==> src/rtl/component_delay_var.sv <==
// Runtime-selectable register delay line for {valid, data} with stall, flush and delay-change discard.
// Optional macro COMPONENT_DELAY_VAR_STATS_EN adds a saturating drop_count output.
module component_delay_var #(
    parameter int WIDTH      = 8,
    parameter int MAX_CYCLES = 8,
    localparam int SEL_W     = $clog2(MAX_CYCLES + 1)
) (
    input  logic             clk,
    input  logic             rst,
    input  logic             en,
    input  logic             flush,
    input  logic [SEL_W-1:0] delay_sel,
    input  logic             in_valid,
    input  logic [WIDTH-1:0] data_in,
    output logic             out_valid,
    output logic [WIDTH-1:0] data_out,
    output logic             busy,
`ifdef COMPONENT_DELAY_VAR_STATS_EN
    output logic [15:0]      drop_count,
`endif
    output logic [SEL_W-1:0] cur_delay
);

    localparam logic [SEL_W-1:0] ONE_SEL = SEL_W'(1);
    localparam logic [SEL_W-1:0] MAX_SEL = SEL_W'(MAX_CYCLES);

    logic [MAX_CYCLES:1] vld;
    logic [MAX_CYCLES:1] vld_next;
    logic [WIDTH-1:0]    dat [1:MAX_CYCLES];
    logic [SEL_W-1:0]    sel_clamped;
    logic                delay_change;

    always_comb begin
        sel_clamped = delay_sel;
        if (delay_sel == '0) begin
            sel_clamped = ONE_SEL;
        end else if (delay_sel > MAX_SEL) begin
            sel_clamped = MAX_SEL;
        end
    end

    assign delay_change = (sel_clamped != cur_delay);

    // Flush drops everything including the same-cycle input; a delay change keeps only the new capture.
    always_comb begin
        vld_next = vld;
        if (en) begin
            for (int i = 2; i <= MAX_CYCLES; i++) begin
                vld_next[i] = vld[i-1];
            end
            vld_next[1] = in_valid;
        end
        if (flush) begin
            vld_next = '0;
        end else if (delay_change) begin
            vld_next    = '0;
            vld_next[1] = en & in_valid;
        end
    end

    always_ff @(posedge clk) begin
        if (rst) begin
            vld       <= '0;
            cur_delay <= ONE_SEL;
        end else begin
            vld       <= vld_next;
            cur_delay <= sel_clamped;
        end
    end

    // Data bits carry no reset; the output mux masks them whenever the tap is invalid.
    always_ff @(posedge clk) begin
        if (en) begin
            dat[1] <= data_in;
            for (int i = 2; i <= MAX_CYCLES; i++) begin
                dat[i] <= dat[i-1];
            end
        end
    end

    always_comb begin
        out_valid = 1'b0;
        data_out  = '0;
        busy      = 1'b0;
        for (int i = 1; i <= MAX_CYCLES; i++) begin
            if (SEL_W'(i) == cur_delay) begin
                out_valid = vld[i];
                data_out  = vld[i] ? dat[i] : '0;
            end
            if (SEL_W'(i) <= cur_delay) begin
                busy = busy | vld[i];
            end
        end
    end

`ifdef COMPONENT_DELAY_VAR_STATS_EN
    logic [15:0] drop_n;
    logic [16:0] drop_sum;

    always_comb begin
        drop_n = '0;
        if (flush || delay_change) begin
            for (int i = 1; i <= MAX_CYCLES; i++) begin
                drop_n = drop_n + 16'(vld[i]);
            end
        end
        if (flush && en && in_valid) begin
            drop_n = drop_n + 16'd1;
        end
        drop_sum = {1'b0, drop_count} + {1'b0, drop_n};
    end

    always_ff @(posedge clk) begin
        if (rst) begin
            drop_count <= '0;
        end else begin
            drop_count <= drop_sum[16] ? 16'hFFFF : drop_sum[15:0];
        end
    end
`endif

endmodule

==> config.mk <==
export PLATFORM = sky130hd
export DESIGN_NAME = component_delay_var
export DESIGN_NICKNAME = d
export VERILOG_FILES = /design/src/rtl/component_delay_var.sv
export SDC_FILE = /design/constraint.sdc
export NUM_CORES = 1
export LEC_CHECK = 0
export CAP_MARGIN = 15
export CORE_MARGIN = 5
export CORE_UTILIZATION = 49
export DETAILED_ROUTE_END_ITERATION = 10
export GPL_ROUTABILITY_DRIVEN = 1
export MAX_ROUTING_LAYER = met4
export PLACE_DENSITY_LB_ADDON = 0.08
export SLEW_MARGIN = 25
export SYNTH_ARGS = -nofsm -noshare
export SYNTH_HDL_FRONTEND = slang
export SYNTH_SLANG_ARGS = --single-unit
==> constraint.sdc <==
create_clock -name clk -period 2.51 [get_ports clk]
set_input_delay 0.753 -clock clk [delete_from_list [all_inputs] [get_ports clk]]
set_output_delay 0.753 -clock clk [all_outputs]
set_load 0.03 [all_outputs]
# Word level (Yosys, flattened, before mapping)
# Memories as Yosys holds them, arrays and structs flattened.
# Cells that the tools add are included.
# totals
ff_bits	12
ram_bits	64
input_bits	17
wordCells	72
memories	1
# classes
n_lt_le_gt_ge	9
eq_ne	9
n_mux	38
n_bitwise	8
reduce_logical	4
# mem_list
memory	words	width	read_ports	rd_ports_with_merged_regs	write_ports	line	source
dat	8	8	8	0	8	29	logic [WIDTH-1:0] dat [1:MAX_CYCLES];
# op_table
operator	n
$mux W8	16
$mux W1	20
$eq A3 B4 Y1 const A	4
$le A3 B4 Y1 const A	4
$eq A2 B4 Y1 const A	2
$le A2 B4 Y1 const A	2
$mux W4	2
$or A1 B1 Y1	7
$eq A1 B4 Y1 const A	1
$eq A4 B4 Y1 const A	1
$gt A4 B4 Y1 const B	1
$le A1 B4 Y1 const A	1
$le A4 B4 Y1 const A	1
$logic_not A4 Y1	1
$ne A4 B4 Y1	1
$reduce_or A3 Y1	1
$reduce_bool A2 Y1	1
$reduce_or A2 Y1	1
$and A1 B1 Y1	1

# Depth between registers and ports, before layout
# depth
ltp_word	16
ltp_mapped	5

# Worst setup path before layout
# No wires, ideal clock.
# synth_timing
path_kind	reg-to-output
from	register cur_delay[1]
to	output port data_out[0]
t_arrival_ps	1682
t_required_ps	1757
setup_slack_ps	75
stages_incl_launch_ff	6
cell_sequence	dfxtp_1 -> and3b_1 -> buf_6 -> a22o_1 -> a222oi_1 -> nand3_1
# synth_between
elab_chain_len	9
# synth_rtl
item	line	source
from (decl)	21	output logic [SEL_W-1:0] cur_delay
from (signal assigned)	67	cur_delay <= sel_clamped;
$eq A1 B4 Y1	86	if (SEL_W'(i) == cur_delay) begin
$mux W8 (7 in series)	86	
$mux W8 (*)	86	
to (decl)	16	output logic [WIDTH-1:0] data_out,
# Every way passes the cells marked *; elsewhere a longest branch is shown, timed or not.

# Worst setup path after layout
# layout_timing
from	register cur_delay[1]
to	output port data_out[4]
# The elaborated chain is that of the path after synthesis.

==> implementation parameters <==
Parameter                              Value

Outcome
  Run status ... finished, violations left
  Violated checks ... setup timing

Detailed routing
  Total via count in the routed design ... 2050
  Pre-antenna DRT Iters ... 5
  Remaining antenna violation count ... 0
  Mean number of vias per cell ... 5.98
  Final Routed Wirelength ... 6980 um
  WL per Instance ... 20.3 um
  Remaining routing DRC violations ... 0
  Initial drt markers ... 140

Clocking
  CTS tree ... built
  CTS buffer count ... 9
  Hold buffer count at CTS ... 0
  Clock edge transition at the registers on the reported setup and hold paths ... 0.08 ns
  Clock insertion delay at the later pin of the skew report ... 0.34 ns
  Clock buffer depth ... 2
  Total number of clock tree sinks ... 76
  Clk Tree Root Cell ... sky130_fd_sc_hd__clkbuf_8
  H-tree lvl count ... 3

Synth
  Post-synthesis average cell area ... 15.0 um2
  Top-count cell post-synth ... sky130_fd_sc_hd__edfxtp_1
  Number of synthesized flops with an enable pin ... 64
  Cell area after technology mapping ... 0.00301 mm2
  Syn nets ... 217
  Number of different library cells in the post-synthesis netlist ... 35
  Dominant cells by area after synthesis ... sky130_fd_sc_hd__edfxtp_1 (64%), sky130_fd_sc_hd__dfxtp_1 (8.0%), sky130_fd_sc_hd__a22o_1 (4.7%)
  Yosys reg bits ... 76
  Cell type with the largest total area after synthesis ... sky130_fd_sc_hd__edfxtp_1
  Post-synthesis sequential area ratio ... 71.9%
  Syn Inst Count ... 200
  Top cells by count, synth ... sky130_fd_sc_hd__edfxtp_1 (64), sky130_fd_sc_hd__a22o_1 (16), sky130_fd_sc_hd__dfxtp_1 (12), sky130_fd_sc_hd__nand2_1 (11)
  Ys Warns ... 0
  Most instantiated flip-flop cell in the synthesis netlist ... sky130_fd_sc_hd__edfxtp_1
  Share of flip-flops with an asynchronous set or reset ... 0%
  Post-synth top area share ... 63.9%

Timing
  Slew at the pin closest to its max-slew limit ... 0.740 ns
  Clk_skew ... 0.00793 ns
  Count of endpoints failing setup in the final report ... 9
  Part of the cycle the worst path needs ... 107%
  Fmax ... 372 MHz
  RSZ-0062 raised after global routing ... true
  Remaining max-slew budget at the tightest pin ... 50.6%
  Clock period minus final worst setup slack ... 2.69 ns
  Endpoints failing hold ... 0
  Worst setup margin ... -0.177 ns
  Slew Limit Fails ... 0
  Worst hold slack across all endpoints ... 0.450 ns

Pwr
  Total internal power ... 2.09 mW
  Sw frac ... 22.0%
  Pwr dens ... 688 mW/mm2
  Net switching power of the design ... 588 uW
  Clock group share of total power ... 38.7%
  Peak supply drop ... 549 uV
  Combinational Power Share ... 5.8%
  Relative contribution of sequential cells to total power ... 55.5%
  LEAKAGE ... 1.40 nW

Setup path
  Crit Path Class ... flop to output pin
  Crit-path max FO ... 6
  Arrival time reported for the critical path endpoint ... 1.93 ns
  Kind of end point of the critical path ... output pin
  Buffers & Inverters on Critical Path ... 1
  Cell family contributing the most delay on the critical path ... compound AO/OA/AOI/OAI gates
  Internal reg-to-reg setup slack ... 0.79 ns
  Endpoint of the most critical register-to-register path ... vld[6]
  Crit path max-delay cell type ... sky130_fd_sc_hd__dfxtp_4
  Element type at the critical path start ... flop
  Worst r2r src ... cur_delay[0]
  Cell depth of the worst flop-to-flop path ... 6
  Critical-path cell list ... and3b_2 -> a22o_1 -> a222oi_1 -> nand2_1 -> buf_6
  Worst stage delay on the critical path ... 0.39 ns
  Required time worst endpoint ... 1.76 ns

Die
  Die area ... 0.00780 mm2
  Core area ... 0.00596 mm2
  Std cell rows ... 28
  Vert. Die Dim ... 88.3 um
  Count of pins on the block boundary ... 31
  Effective utilization at floorplan ... 50.5%
  Width of the chip ... 88.3 um

Finish
  Inserted Diodes ... 0
  Area overhead of the layout relative to synthesis ... 29.3%
  Proportion of layout cells with a drive suffix above 1 ... 27.6%
  Number of fillers in the final layout ... 451
  Post-route design area ... 0.00389 mm2
  Final non-filler cell total ... 343
  Final Net Count ... 280

Global routing
  Pin count of the biggest net entering global routing ... 30
  Number of antenna violations at the first check in global routing ... 0
  Vias in the first global route ... 2151
  Remaining global-route overflow ... 0
  Total global routing track utilization ... 19.6%
  First-pass GRT wire length ... 11000 um

Placed design
  Number of cells after detailed placement ... 314
  Instance area after placement ... 0.00348 mm2
  Count of buffers from port buffering ... 30
  Routability Congestion ... 0.887
  Post-detailed-placement half-perimeter wirelength ... 4360 um

Min path
  Class of the tightest hold or removal check ... flop to flop
  Endpoint of the worst hold-timing path ... dat[0][17]
  Launch instance of the worst min-delay path ... dat[0][9]
  Number of cells on the worst hold path ... 0

Run
  Number of max-cap violations ... 0
-- timing repair --
item                                    4_1_cts  5_1_grt
pin swaps                                    20       14
gates resized for setup                      28        6
gates cloned                                  1        0
buffers inserted                              8        4
endpoints found under the setup margin       11       10
-- flip-flops by register name, indices dropped and copies added, names as in the netlist --
name / cells
cur_delay: 4
dat: 64
vld: 8
-- how the worst max path moves through the flow --
stage,from,cells after the start,end
2_1_floorplan,cur_delay[1],5,data_out[0]
3_3_place_gp,cur_delay[1],5,data_out[4]
3_5_place_dp,cur_delay[1],5,data_out[4]
5_1_grt,cur_delay[1],5,data_out[4]
4_1_cts,cur_delay[1],5,data_out[4]
6_report,cur_delay[1],5,data_out[4]
-- metal layers --
layer / wire (um) / track usage [%]
met5: 0 / -
met2: 3620 / 32.6
met3: 484 / 5.96
met4: 157 / 7.14
met1: 2720 / 22.4
-- power by group through the flow --
stage | Combinational, mW | Clock (mW) | Sequential [mW]
after floorplan | 0.0496 | 0 | 1.50
after global placement | 0.132 | 0 | 1.51
after detailed placement | 0.137 | 0 | 1.51
after CTS | 0.152 | 1.05 | 1.48
after global routing | 0.166 | 1.11 | 1.49
final | 0.156 | 1.04 | 1.48
-- cell families after synthesis --
| logic type | count (synthesis) | synth area share, % |
|---|---|---|
| flops | 76 | 71.9 |
| simple gates | 56 | 10.3 |
| compound gates | 50 | 13.3 |
| buf+inv | 9 | 1.50 |
| mux | 8 | 2.71 |
| xor+xnor | 1 | 0.291 |
-- final cells by class --
type	count	area (um2)	share of cell area, %
well taps	75	93.8	2.41
clock inverters	7	98.8	2.54
clock buffers	9	124	3.19
flip-flops and latches	76	2170	55.9
multi-input cells	116	850	21.8
repair buffers	60	549	14.1
-- layout by cell type (no fill, tap or decap), types with 6 or more instances in the layout --
master,netlist,final
sky130_fd_sc_hd__nand2_1,11,11
sky130_fd_sc_hd__dfxtp_1,12,7
sky130_fd_sc_hd__buf_4,0,25
sky130_fd_sc_hd__nor4_1,7,7
sky130_fd_sc_hd__clkdlybuf4s50_1,0,19
sky130_fd_sc_hd__buf_6,1,10
sky130_fd_sc_hd__a222oi_1,9,9
sky130_fd_sc_hd__edfxtp_1,64,64
sky130_fd_sc_hd__a22oi_1,7,6
sky130_fd_sc_hd__nand3_1,10,10
sky130_fd_sc_hd__mux2i_1,7,7
sky130_fd_sc_hd__nor2_1,10,8
sky130_fd_sc_hd__clkbuf_8,0,9
sky130_fd_sc_hd__a22o_1,16,16
-- through the flow --
stage	power (mW)	TNS (ns)	worst slack [ns]	util [%]
2_1_floorplan	1.55	0	0.0753	-
3_3_place_gp	1.64	-0.670	-0.149	58.4
3_5_place_dp	1.65	-0.919	-0.164	58.4
4_1_cts	2.69	-1.17	-0.206	64.4
5_1_grt	2.76	-1.74	-0.278	65.3
6_report	2.68	-0.981	-0.177	65.3
(Power assumes the default switching activity.)
